$ cat src/rtl/csi2_frame_controller_if.sv
// Event input and pixel output signals of the CSI-2 frame controller.
// The master modport drives events; the slave modport is the controller side.
interface csi2_frame_controller_if;
  logic        short_valid;
  logic [5:0]  short_type;
  logic [1:0]  short_vc;
  logic [15:0] short_data;
  logic        word_valid;
  logic [1:0]  word_vc;
  logic [31:0] word_data;
  logic        out_valid;
  logic        out_ready;
  logic [31:0] out_data;
  logic        out_sof;
  logic        out_eol;

  modport master (
    output short_valid, short_type, short_vc, short_data,
    output word_valid, word_vc, word_data,
    output out_ready,
    input  out_valid, out_data, out_sof, out_eol
  );

  modport slave (
    input  short_valid, short_type, short_vc, short_data,
    input  word_valid, word_vc, word_data,
    input  out_ready,
    output out_valid, out_data, out_sof, out_eol
  );
endinterface

$ cat src/rtl/csi2_frame_controller.sv
// Frame capture sequencer behind a CSI-2 packet receiver: frames one virtual channel's
// word stream with sof/eol, counts lines and words, and flags geometry/protocol/overflow errors.
module csi2_frame_controller #(
  parameter int unsigned LINE_BITS = 12,
  parameter int unsigned WORD_BITS = 14
) (
  input  logic                 clock,
  input  logic                 reset_n,
  input  logic                 arm,
  input  logic                 continuous,
  input  logic                 abort,
  input  logic [1:0]           vc_select,
  input  logic [LINE_BITS-1:0] expected_lines,
  input  logic [WORD_BITS-1:0] expected_words,
  csi2_frame_controller_if.slave bus,
  output logic                 busy,
  output logic                 frame_done,
  output logic [15:0]          frame_number,
  output logic [LINE_BITS-1:0] line_count,
  output logic                 err_geometry,
  output logic                 err_protocol,
  output logic                 err_overflow
);

  typedef enum logic [2:0] {StIdle, StWaitFs, StFrame, StLine, StDone} state_e;

  state_e               state_q, state_d;
  logic [1:0]           vc_q, vc_d;
  logic [LINE_BITS-1:0] exp_lines_q, exp_lines_d;
  logic [WORD_BITS-1:0] exp_words_q, exp_words_d;
  logic [15:0]          frame_number_q, frame_number_d;
  logic [LINE_BITS-1:0] line_count_q, line_count_d;
  logic [WORD_BITS-1:0] word_cnt_q, word_cnt_d;
  logic                 sof_pending_q, sof_pending_d;
  logic                 hold_valid_q, hold_valid_d;
  logic                 hold_eol_q, hold_eol_d;
  logic                 hold_sof_q, hold_sof_d;
  logic [31:0]          hold_data_q, hold_data_d;
  logic                 out_valid_q, out_valid_d;
  logic [31:0]          out_data_q, out_data_d;
  logic                 out_sof_q, out_sof_d;
  logic                 out_eol_q, out_eol_d;
  logic                 err_geometry_q, err_geometry_d;
  logic                 err_protocol_q, err_protocol_d;
  logic                 err_overflow_q, err_overflow_d;

  logic word_ev, short_ev, is_fs, is_fe, is_ls, is_le;
  logic out_free, release_hold;

  assign word_ev  = bus.word_valid && (bus.word_vc == vc_q);
  assign short_ev = bus.short_valid && (bus.short_vc == vc_q);
  assign is_fs    = short_ev && (bus.short_type == 6'd0);
  assign is_fe    = short_ev && (bus.short_type == 6'd1);
  assign is_ls    = short_ev && (bus.short_type == 6'd2);
  assign is_le    = short_ev && (bus.short_type == 6'd3);

  always_comb begin
    state_d        = state_q;
    vc_d           = vc_q;
    exp_lines_d    = exp_lines_q;
    exp_words_d    = exp_words_q;
    frame_number_d = frame_number_q;
    line_count_d   = line_count_q;
    word_cnt_d     = word_cnt_q;
    sof_pending_d  = sof_pending_q;
    hold_valid_d   = hold_valid_q;
    hold_eol_d     = hold_eol_q;
    hold_sof_d     = hold_sof_q;
    hold_data_d    = hold_data_q;
    out_free       = !out_valid_q || bus.out_ready;
    out_valid_d    = out_valid_q && !bus.out_ready;
    out_data_d     = out_data_q;
    out_sof_d      = out_sof_q;
    out_eol_d      = out_eol_q;
    err_geometry_d = err_geometry_q;
    err_protocol_d = err_protocol_q;
    err_overflow_d = err_overflow_q;
    release_hold   = 1'b0;

    if (abort) begin
      state_d       = StIdle;
      out_valid_d   = 1'b0;
      hold_valid_d  = 1'b0;
      hold_eol_d    = 1'b0;
      sof_pending_d = 1'b0;
    end else begin
      // A word released by LE/FE while the output was full drains as soon as it frees up.
      if (hold_valid_q && hold_eol_q && out_free) begin
        out_valid_d  = 1'b1;
        out_data_d   = hold_data_q;
        out_sof_d    = hold_sof_q;
        out_eol_d    = 1'b1;
        hold_valid_d = 1'b0;
        hold_eol_d   = 1'b0;
        out_free     = 1'b0;
      end

      unique case (state_q)
        StIdle: begin
          if (arm) begin
            state_d        = StWaitFs;
            vc_d           = vc_select;
            exp_lines_d    = expected_lines;
            exp_words_d    = expected_words;
            err_geometry_d = 1'b0;
            err_protocol_d = 1'b0;
            err_overflow_d = 1'b0;
            line_count_d   = '0;
          end
        end
        StWaitFs: begin
          if (is_fs) begin
            state_d        = StFrame;
            frame_number_d = bus.short_data;
            sof_pending_d  = 1'b1;
            line_count_d   = '0;
          end
        end
        StFrame, StLine: begin
          // The word is processed before any short packet in the same cycle.
          if (word_ev) begin
            if (state_q == StFrame) err_protocol_d = 1'b1;
            if (word_cnt_q != '1) word_cnt_d = word_cnt_q + 1'b1;
            if (hold_valid_d && !out_free) begin
              err_overflow_d = 1'b1;
            end else begin
              if (hold_valid_d) begin
                out_valid_d = 1'b1;
                out_data_d  = hold_data_d;
                out_sof_d   = hold_sof_d;
                out_eol_d   = hold_eol_d;
                out_free    = 1'b0;
              end
              hold_valid_d  = 1'b1;
              hold_eol_d    = 1'b0;
              hold_data_d   = bus.word_data;
              hold_sof_d    = sof_pending_d;
              sof_pending_d = 1'b0;
            end
          end
          if (is_ls) begin
            if (state_q == StLine) err_protocol_d = 1'b1;
            state_d    = StLine;
            word_cnt_d = '0;
          end
          if (is_le) begin
            if (state_q == StFrame) begin
              err_protocol_d = 1'b1;
            end else begin
              state_d      = StFrame;
              line_count_d = line_count_q + 1'b1;
              release_hold = 1'b1;
              if ((exp_words_q != '0) && (word_cnt_d != exp_words_q)) err_geometry_d = 1'b1;
            end
          end
          if (is_fe) begin
            if (state_q == StLine) err_protocol_d = 1'b1;
            state_d      = StDone;
            release_hold = 1'b1;
          end
          if (is_fs) begin
            err_protocol_d = 1'b1;
            state_d        = StFrame;
            frame_number_d = bus.short_data;
            line_count_d   = '0;
            sof_pending_d  = 1'b1;
          end
          if (release_hold && hold_valid_d && !hold_eol_d) begin
            if (out_free) begin
              out_valid_d  = 1'b1;
              out_data_d   = hold_data_d;
              out_sof_d    = hold_sof_d;
              out_eol_d    = 1'b1;
              hold_valid_d = 1'b0;
            end else begin
              hold_eol_d = 1'b1;
            end
          end
        end
        StDone: begin
          if ((exp_lines_q != '0) && (line_count_q != exp_lines_q)) err_geometry_d = 1'b1;
          state_d = continuous ? StWaitFs : StIdle;
        end
        default: state_d = StIdle;
      endcase
    end
  end

  always_ff @(posedge clock or negedge reset_n) begin
    if (!reset_n) begin
      state_q        <= StIdle;
      vc_q           <= '0;
      exp_lines_q    <= '0;
      exp_words_q    <= '0;
      frame_number_q <= '0;
      line_count_q   <= '0;
      word_cnt_q     <= '0;
      sof_pending_q  <= 1'b0;
      hold_valid_q   <= 1'b0;
      hold_eol_q     <= 1'b0;
      hold_sof_q     <= 1'b0;
      hold_data_q    <= '0;
      out_valid_q    <= 1'b0;
      out_data_q     <= '0;
      out_sof_q      <= 1'b0;
      out_eol_q      <= 1'b0;
      err_geometry_q <= 1'b0;
      err_protocol_q <= 1'b0;
      err_overflow_q <= 1'b0;
    end else begin
      state_q        <= state_d;
      vc_q           <= vc_d;
      exp_lines_q    <= exp_lines_d;
      exp_words_q    <= exp_words_d;
      frame_number_q <= frame_number_d;
      line_count_q   <= line_count_d;
      word_cnt_q     <= word_cnt_d;
      sof_pending_q  <= sof_pending_d;
      hold_valid_q   <= hold_valid_d;
      hold_eol_q     <= hold_eol_d;
      hold_sof_q     <= hold_sof_d;
      hold_data_q    <= hold_data_d;
      out_valid_q    <= out_valid_d;
      out_data_q     <= out_data_d;
      out_sof_q      <= out_sof_d;
      out_eol_q      <= out_eol_d;
      err_geometry_q <= err_geometry_d;
      err_protocol_q <= err_protocol_d;
      err_overflow_q <= err_overflow_d;
    end
  end

  assign bus.out_valid = out_valid_q;
  assign bus.out_data  = out_data_q;
  assign bus.out_sof   = out_sof_q;
  assign bus.out_eol   = out_eol_q;
  assign busy          = (state_q != StIdle);
  assign frame_done    = (state_q == StDone);
  assign frame_number  = frame_number_q;
  assign line_count    = line_count_q;
  assign err_geometry  = err_geometry_q;
  assign err_protocol  = err_protocol_q;
  assign err_overflow  = err_overflow_q;

endmodule

$ cat src/flat_wrapper.sv
// flat-port wrapper written by rule: the top's interface ports become plain ports
module csi2_frame_controller_flat 
#(
  parameter int unsigned LINE_BITS = 12,
  parameter int unsigned WORD_BITS = 14
)
  (clock, reset_n, arm, continuous, abort, vc_select, expected_lines, expected_words, busy, frame_done, frame_number, line_count, err_geometry, err_protocol, err_overflow, bus_short_valid, bus_short_type, bus_short_vc, bus_short_data, bus_word_valid, bus_word_vc, bus_word_data, bus_out_ready, bus_out_valid, bus_out_data, bus_out_sof, bus_out_eol);
  csi2_frame_controller_if bus_i ();
  input  logic clock;
  input  logic reset_n;
  input  logic arm;
  input  logic continuous;
  input  logic abort;
  input  logic [1:0] vc_select;
  input  logic [LINE_BITS-1:0] expected_lines;
  input  logic [WORD_BITS-1:0] expected_words;
  output logic busy;
  output logic frame_done;
  output logic [15:0] frame_number;
  output logic [LINE_BITS-1:0] line_count;
  output logic err_geometry;
  output logic err_protocol;
  output logic err_overflow;
  input wire logic [$bits(bus_i.short_valid)-1:0] bus_short_valid;
  input wire logic [$bits(bus_i.short_type)-1:0] bus_short_type;
  input wire logic [$bits(bus_i.short_vc)-1:0] bus_short_vc;
  input wire logic [$bits(bus_i.short_data)-1:0] bus_short_data;
  input wire logic [$bits(bus_i.word_valid)-1:0] bus_word_valid;
  input wire logic [$bits(bus_i.word_vc)-1:0] bus_word_vc;
  input wire logic [$bits(bus_i.word_data)-1:0] bus_word_data;
  input wire logic [$bits(bus_i.out_ready)-1:0] bus_out_ready;
  output wire logic [$bits(bus_i.out_valid)-1:0] bus_out_valid;
  output wire logic [$bits(bus_i.out_data)-1:0] bus_out_data;
  output wire logic [$bits(bus_i.out_sof)-1:0] bus_out_sof;
  output wire logic [$bits(bus_i.out_eol)-1:0] bus_out_eol;
  assign bus_i.short_valid = bus_short_valid;
  assign bus_i.short_type = bus_short_type;
  assign bus_i.short_vc = bus_short_vc;
  assign bus_i.short_data = bus_short_data;
  assign bus_i.word_valid = bus_word_valid;
  assign bus_i.word_vc = bus_word_vc;
  assign bus_i.word_data = bus_word_data;
  assign bus_i.out_ready = bus_out_ready;
  assign bus_out_valid = bus_i.out_valid;
  assign bus_out_data = bus_i.out_data;
  assign bus_out_sof = bus_i.out_sof;
  assign bus_out_eol = bus_i.out_eol;
  csi2_frame_controller #(.LINE_BITS(LINE_BITS), .WORD_BITS(WORD_BITS)) u_core (.clock(clock), .reset_n(reset_n), .arm(arm), .continuous(continuous), .abort(abort), .vc_select(vc_select), .expected_lines(expected_lines), .expected_words(expected_words), .bus(bus_i), .busy(busy), .frame_done(frame_done), .frame_number(frame_number), .line_count(line_count), .err_geometry(err_geometry), .err_protocol(err_protocol), .err_overflow(err_overflow));
endmodule
$ cat config.mk
export PLATFORM = sky130hd
export DESIGN_NAME = csi2_frame_controller_flat
export DESIGN_NICKNAME = d
export VERILOG_FILES = /design/src/rtl/csi2_frame_controller_if.sv /design/src/rtl/csi2_frame_controller.sv /design/src/flat_wrapper.sv
export SDC_FILE = /design/constraint.sdc
export NUM_CORES = 1
export LEC_CHECK = 0
export BUFFER_PORTS_ARGS = -buffer_cell sky130_fd_sc_hd__buf_2
export CORE_MARGIN = 5
export CORE_UTILIZATION = 61
export CTS_BUF_LIST = sky130_fd_sc_hd__clkbuf_4 sky130_fd_sc_hd__clkbuf_8
export CTS_CLUSTER_DIAMETER = 100
export DETAILED_ROUTE_END_ITERATION = 7
export GPL_TIMING_DRIVEN = 0
export PLACE_DENSITY = 0.88
export REMOVE_ABC_BUFFERS = 1
export SLEW_MARGIN = 15
export SYNTH_ARGS = -nofsm -noshare
export SYNTH_HDL_FRONTEND = slang
export SYNTH_SLANG_ARGS = --single-unit
export TNS_END_PERCENT = 100
$ cat constraint.sdc
create_clock -name clock -period 6.1 [get_ports clock]
set_input_delay 0.61 -clock clock [delete_from_list [all_inputs] [get_ports clock]]
set_output_delay 0.61 -clock clock [all_outputs]
set_load 0.1 [all_outputs]
Yosys cells after proc, flatten, opt, wreduce, memory -nomap -nowiden
Index checks and enable logic that the tools add are counted.

cells by class
  add/subtract/negate cells = 2
  multipliers = 0
  div/mod/pow operators = 0
  order comparisons = 0
  equal/unequal tests = 26
  shifts and indexed selects = 0
  multiplexer cells = 110
  bitwise operators = 1
  reductions and logical operators = 39

operators by type and width
  kind                     count
  $mux W32                 9
  $mux W1                  77
  $mux W14                 5
  $mux W12                 5
  $pmux W12 S3             1
  $mux W3                  8
  $add A14 B1 Y14 const B  1
  $logic_and A1 B1 Y1      14
  $ne A14 B14 Y1           1
  $ne A14 B14 Y1 const B   1
  $reduce_bool A14 Y1      1
  $add A12 B1 Y12 const B  1
  $eq A6 B2 Y1 const B     2
  $ne A12 B12 Y1           1
  $ne A2 B1 Y1 const B     6
  $pmux W3 S4              1
  $reduce_bool A12 Y1      1
  $reduce_bool A3 Y1       4
  $reduce_and A3 Y1        3
  $reduce_and A7 Y1        1
  $eq A3 B2 Y1 const B     2
  $eq A6 B1 Y1 const B     1
  $logic_not A6 Y1         1
  $ne A3 B2 Y1 const B     2
  other kinds (21)         29

storage, ports and cells
  flip-flop bits (word level) = 147
  latch bits = 0
  bits in writable memories = 0
  memory bits (read-only) = 0
  input port bits = 94
  output and inout bits = 68
  logic and storage cells = 197
  memories = 0

Logic depth before layout (Yosys ltp)
  word-level depth = 16
  mapped depth = 10
  mapped depth without buffers = 9

Worst setup path before layout
Ideal clock, no wire load.

  path type = register to register
  from = register u_core.state_q[0]
  to = register u_core.err_geometry_q, in the netlist u_core.err_geometry
  setup time = 0.144 ns
  arrival = 3.284 ns
  data required time = 5.956 ns
  setup slack = 2.671 ns
  stages on the path, launching flop included = 6
  path buffers = 1
  clock period less this slack = 3.429 ns
  cells stage by stage = dfrtp_1 > clkbuf_1 > nor3_1 > a221oi_1 > o211ai_1 > a41oi_1

on the way
  elaborated cells between the ends (all ways) = 13

RTL lines
  element                                                              line                          text
  start, declared                                                      csi2_frame_controller.sv:27   state_e state_q, state_d;
  start signal, assigned                                               csi2_frame_controller.sv:191  state_q <= StIdle;
  start signal, assigned                                               csi2_frame_controller.sv:211  state_q <= state_d;
  $eq A3 B3 Y1 (*)                                                     -
  named net frame_done                                                 flat_wrapper.sv:18            output logic frame_done;
  $ne A2 B1 Y1 (no source line) or $reduce_bool A3 Y1 (tied branches)  -
  $reduce_and A7 Y1 (no source line)                                   -
  end signal, assigned                                                 csi2_frame_controller.sv:227  err_geometry_q <= err_geometry_d;
  end, declared                                                        csi2_frame_controller.sv:43   logic err_geometry_q, err_geometry_d;

The timed path passes the listed nets; every way through them passes the cells marked *.
A chain may end at the register's enable or synchronous reset.

Final worst setup path
  from = register u_core.vc_q[1]
  to = register u_core.line_count_q[3], in the netlist u_core.line_count[3]

on the way
  cells in the longest elaborated chain, start to end = 5
  elaborated cells between the ends (all ways) = 10

ends and longest elaborated chain
  element                                                             line                                                      text
  start, declared                                                     csi2_frame_controller.sv:28                               logic [1:0] vc_q, vc_d;
  start signal, assigned                                              csi2_frame_controller.sv:212                              vc_q <= vc_d;
  $eq A2 B2 Y1 (*)                                                    csi2_frame_controller.sv:51                               assign short_ev = bus.short_valid && (bus.short_vc == vc_q);
  $logic_and A1 B1 Y1 (*)                                             csi2_frame_controller.sv:51
  $logic_and A1 B1 Y1, on equally long branches                       csi2_frame_controller.sv:55, csi2_frame_controller.sv:52
  $ne A3 B1 Y1 (no source line), or another cell as far along         -
  $reduce_and A6 Y1 (no source line) or $pmux W12 S3 (tied branches)  -
  end signal, assigned                                                csi2_frame_controller.sv:216                              line_count_q <= line_count_d;
  end, declared                                                       csi2_frame_controller.sv:32                               logic [LINE_BITS-1:0] line_count_q, line_count_d;

Every way passes the cells marked *; elsewhere a longest branch is shown, timed or not.

==> results.md <==
- Mux contribution to synthesized area: 13.0%
- Synth warn: 0
- Clock slew at reported path FFs: 0.08 ns
- Maximum clock rate: 320 MHz
- Root Buffer: clkbuf_8
- Setup TNS Final: 0 ns
- Footprint of the multi-input gates: about 0.0035 mm2
- Core Footprint: 0.0119 mm2
- Adder-Cell Fraction of Synth Area: 0.477%
- First-pass iteration count of the detailed router: 7
- Nets: between 900 and 1000
- CTS tree: yes
- Clk_lat worst skew: 0.45 ns
- Max incr delay on CP: ~0.66 ns
- Via density: 6.46
- # diodes: 0
- Reg2reg end: u_core.line_count[3]
- Die area: 0.0143 mm2
- Syn Std Cell Area: approximately 0.0073 mm2
- Register area share after synthesis: about 50%
- Simple-gate area share of the yosys netlist: 12.6%
- Max-cap check violation count: 0
- Crit-path cells: xnor2_1 > nand4_1 > nor3_2 > a21o_1 > nand3_1 > nor2_1 > nand2_1 > o21ai_0
- Max transition margin: 47.8%
- Crit Path Max Fanout: 14
- Final setup fails: 0
- 1st-iter DRT viols: 740
- Complex-gate fraction of the synthesized area: 17.5%
- Distinct cells, synth: 61
- Filler cells: 826
- R2r setup slk: about 3.0 ns
- Slowest-stage cell, CP: nor2_1
- RSZ-0062 raised after global routing: no
- Ports: around 160
- Initial antenna violation count: 1
- Flop and latch count out of synthesis: approximately 150
- Post-Layout Cell Count: 1009
- Critical Path RT: 6.46 ns
- Vias: 6518
- H-tree levels: 4
- Drt total wl: 20000 um
- DRC: 0
- CP endpoint kind: flop
- TritonCTS Buffers: 17
- Crit path kind: reg2reg
- CP arrival: roughly 3.5 ns
- R2r worst-path depth: 8
- Period minus WS final: ~3.1 ns
- Hold Vio Cnt, Final: 0
- Final ANT Viol Nets: 0
- Top_reg_cell synth: dfrtp_1
- DR WL/cell: 19.8 um
- Quantity of I/O buffers inserted on ports: approximately 160
- Initial Utilization: 61.6%
- CTS Hold Bufs: 0
- Outcome: finished clean
- Post CTS Setup Buffer Count: 0
- Min-Delay Path Class: in2async
- Maximum vdd drop: 0.253 mV
- Async set-reset flop share out of synthesis: 100%
- Xor and xnor area share after synthesis: under 10%
- Vias in the first global route: around 6400
- Pin count of the biggest net entering global routing: ~120
- Overflow after GRT: 0
- Fraction of layout cells with a size suffix above 1: 33.9%
- Gr usage total: 27.7%
- Placed cells: slightly below 1000
- Syn Area/Cell: 10.4 um2
- Startpoint types: flop
- Final Cycle Share: 51.3%
- Post-synth EDFFs: 0
- Reg area: between 0.003 and 0.004 mm2
- Pleak: 4.04 nW
- Wire length of the first global-routing pass: 32000 um
- Worst Tran Pin Value: 0.782 ns
- Max clock buf depth: 2
- Area grow syn2layout: 19.9%
- Clk sink count: 147
- HPWL after detailed placement: 14100 um
- Die Ht: roughly 120 um
- Clk_skew: 0.0139 ns
- # rows: 40
- Power per cell area: 454 mW/mm2
- Pins Over Slew Limit: 0
- Resized cells post-CTS: 0
- R2r startpoint: u_core.vc_q[1]
- Die X: ~120 um
- Largest family of logic cells by synthesized area: compound AO/OA/AOI/OAI gates
- Final GP Congestion: 0.931
- Cell count after synthesis: about 700
==> worst max-delay path by stage <==
stage                                  from                endpoint  slack, ns  depth (start not counted)
after detailed placement  bus_short_type[3]   u_core.line_count[10]       2.56                          9
after global routing      bus_short_type[3]   u_core.line_count[10]       2.53                          9
after floorplan           u_core.state_q[2]     u_core.err_geometry       2.68                          5
after CTS                    u_core.vc_q[1]    u_core.line_count[3]       3.02                          8
after global placement       bus_word_vc[1]  u_core.hold_data_q[11]       1.75                          6
final                        u_core.vc_q[1]    u_core.line_count[3]       2.97                          8
==> sequential cells by signal, summed over array words and instances (netlist names), 2 cells and up <==
signal and count:
u_core.hold_data_q 32, u_core.line_count 12, u_core.frame_number 16, u_core.vc_q 2
u_core.exp_words_q 14, u_core.state_q 3, u_core.bus.out_data 32, u_core.word_cnt_q 14
u_core.exp_lines_q 12
==> cell usage in the layout, fill, tap and decap left out, types with 6 or more instances in the layout <==
| cell | synthesis | final |
|---|---|---|
| buf_2 | 6 | 161 |
| nor4_1 | 9 | 8 |
| dfrtp_1 | 147 | 147 |
| xor2_1 | 9 | 9 |
| nor3_1 | 8 | 8 |
| clkbuf_8 | 0 | 20 |
| a21oi_1 | 57 | 56 |
| o22ai_1 | 66 | 66 |
| nand2_1 | 44 | 44 |
| and3_1 | 9 | 9 |
| mux2_2 | 77 | 77 |
| nand4_1 | 13 | 13 |
| nor2_1 | 46 | 44 |
| mux2i_1 | 7 | 7 |
| a31oi_1 | 6 | 6 |
| xnor2_1 | 22 | 22 |
| inv_1 | 10 | 10 |
| nand3_1 | 14 | 12 |
| o21ai_0 | 44 | 44 |
==> per-stage QoR <==
stage / hold slack, ns / utilization [%] / power (W) / instance area, um2 / worst slack (ns)
floorplan: 0.314 / - / 0.00283 / 7180 / 2.68
global placement: 0.471 / 68.6 / 0.00311 / 8170 / 1.75
detailed placement: 0.491 / 70.5 / 0.00321 / 8400 / 2.56
CTS: 0.00439 / 73.9 / 0.00399 / 8800 / 3.02
global route: 0.0224 / 73.9 / 0.00416 / 8800 / 2.53
finish: 0.0207 / 73.9 / 0.00399 / 8800 / 2.97
==> report_power, final <==
| group | internal, W | switching, W | total (W) | leakage, nW |
|---|---|---|---|---|
| Clock | 0.000430 | 0.000359 | 0.000789 | 0.203 |
| Combinational | 0.000468 | 0.00126 | 0.00173 | 1.96 |
| Sequential | 0.00124 | 0.000242 | 0.00148 | 1.88 |
| Total | 0.00213 | 0.00186 | 0.00399 | 4.04 |
==> critical path: cells and delay by family, from the launching register on <==
family	cells	cell delay (ns)
compound gates	2	0.37
xor+xnor	1	0.27
flops	1	0.44
simple gates	5	1.94
==> area by class of cell <==
class / instances / share of cell area [%]
well taps: 147 / 2.09
clock inverters: 8 / 1.46
clock buffers: 20 / 3.13
inverters: 10 / 0.426
repair buffers: 168 / 11.1
multi-input cells: 509 / 40.1
flip-flops and latches: 147 / 41.8
==> metal layers <==
layer,global-route usage (%),routed length [um],up-vias
met4,10.2,465,2
met2,45.3,9920,348
met5,0,7,-
met1,35.8,7950,3171
li1,-,-,2940
met3,7.12,1630,57
==> kinds of logic (layout without fill, tap and decap cells) <==
kind of cell	Yosys count	count (layout)
xor gates and xnor gates	31	31
adders and majority gates	3	3
buffers and inverters	49	206
muxes	85	85
and+or+nand+nor	177	177
AOI/OAI and AO/OA	213	213
DFF	147	147
==> cell usage after synthesis (all sizes together), types with 2 or more instances <==
cell / n / share of area [%]
a211oi: 2 / 0.20
a21o: 3 / 0.31
a21oi: 57 / 3.9
a221oi: 2 / 0.24
a31oi: 6 / 0.51
a41oi: 3 / 0.36
and3: 10 / 0.92
and3b: 2 / 0.24
and4: 6 / 0.73
buf: 10 / 0.66
clkbuf: 29 / 1.5
dfrtp: 147 / 50
ha: 2 / 0.34
inv: 10 / 0.51
mux2: 78 / 12
mux2i: 7 / 0.95
nand2: 44 / 2.2
nand2b: 4 / 0.34
nand3: 15 / 1.1
nand4: 13 / 1.1
nor2: 46 / 2.4
nor2b: 4 / 0.34
nor3: 11 / 0.95
nor3b: 3 / 0.37
nor4: 9 / 0.77
o2111ai: 2 / 0.24
o211ai: 2 / 0.20
o21a: 5 / 0.51
o21ai: 46 / 3.1
o22a: 3 / 0.36
o22ai: 66 / 5.6
o31ai: 5 / 0.51
o32ai: 2 / 0.24
or3: 5 / 0.49
xnor2: 22 / 2.6
xor2: 9 / 1.1
No activity file was read; power rests on OpenSTA's default activity.
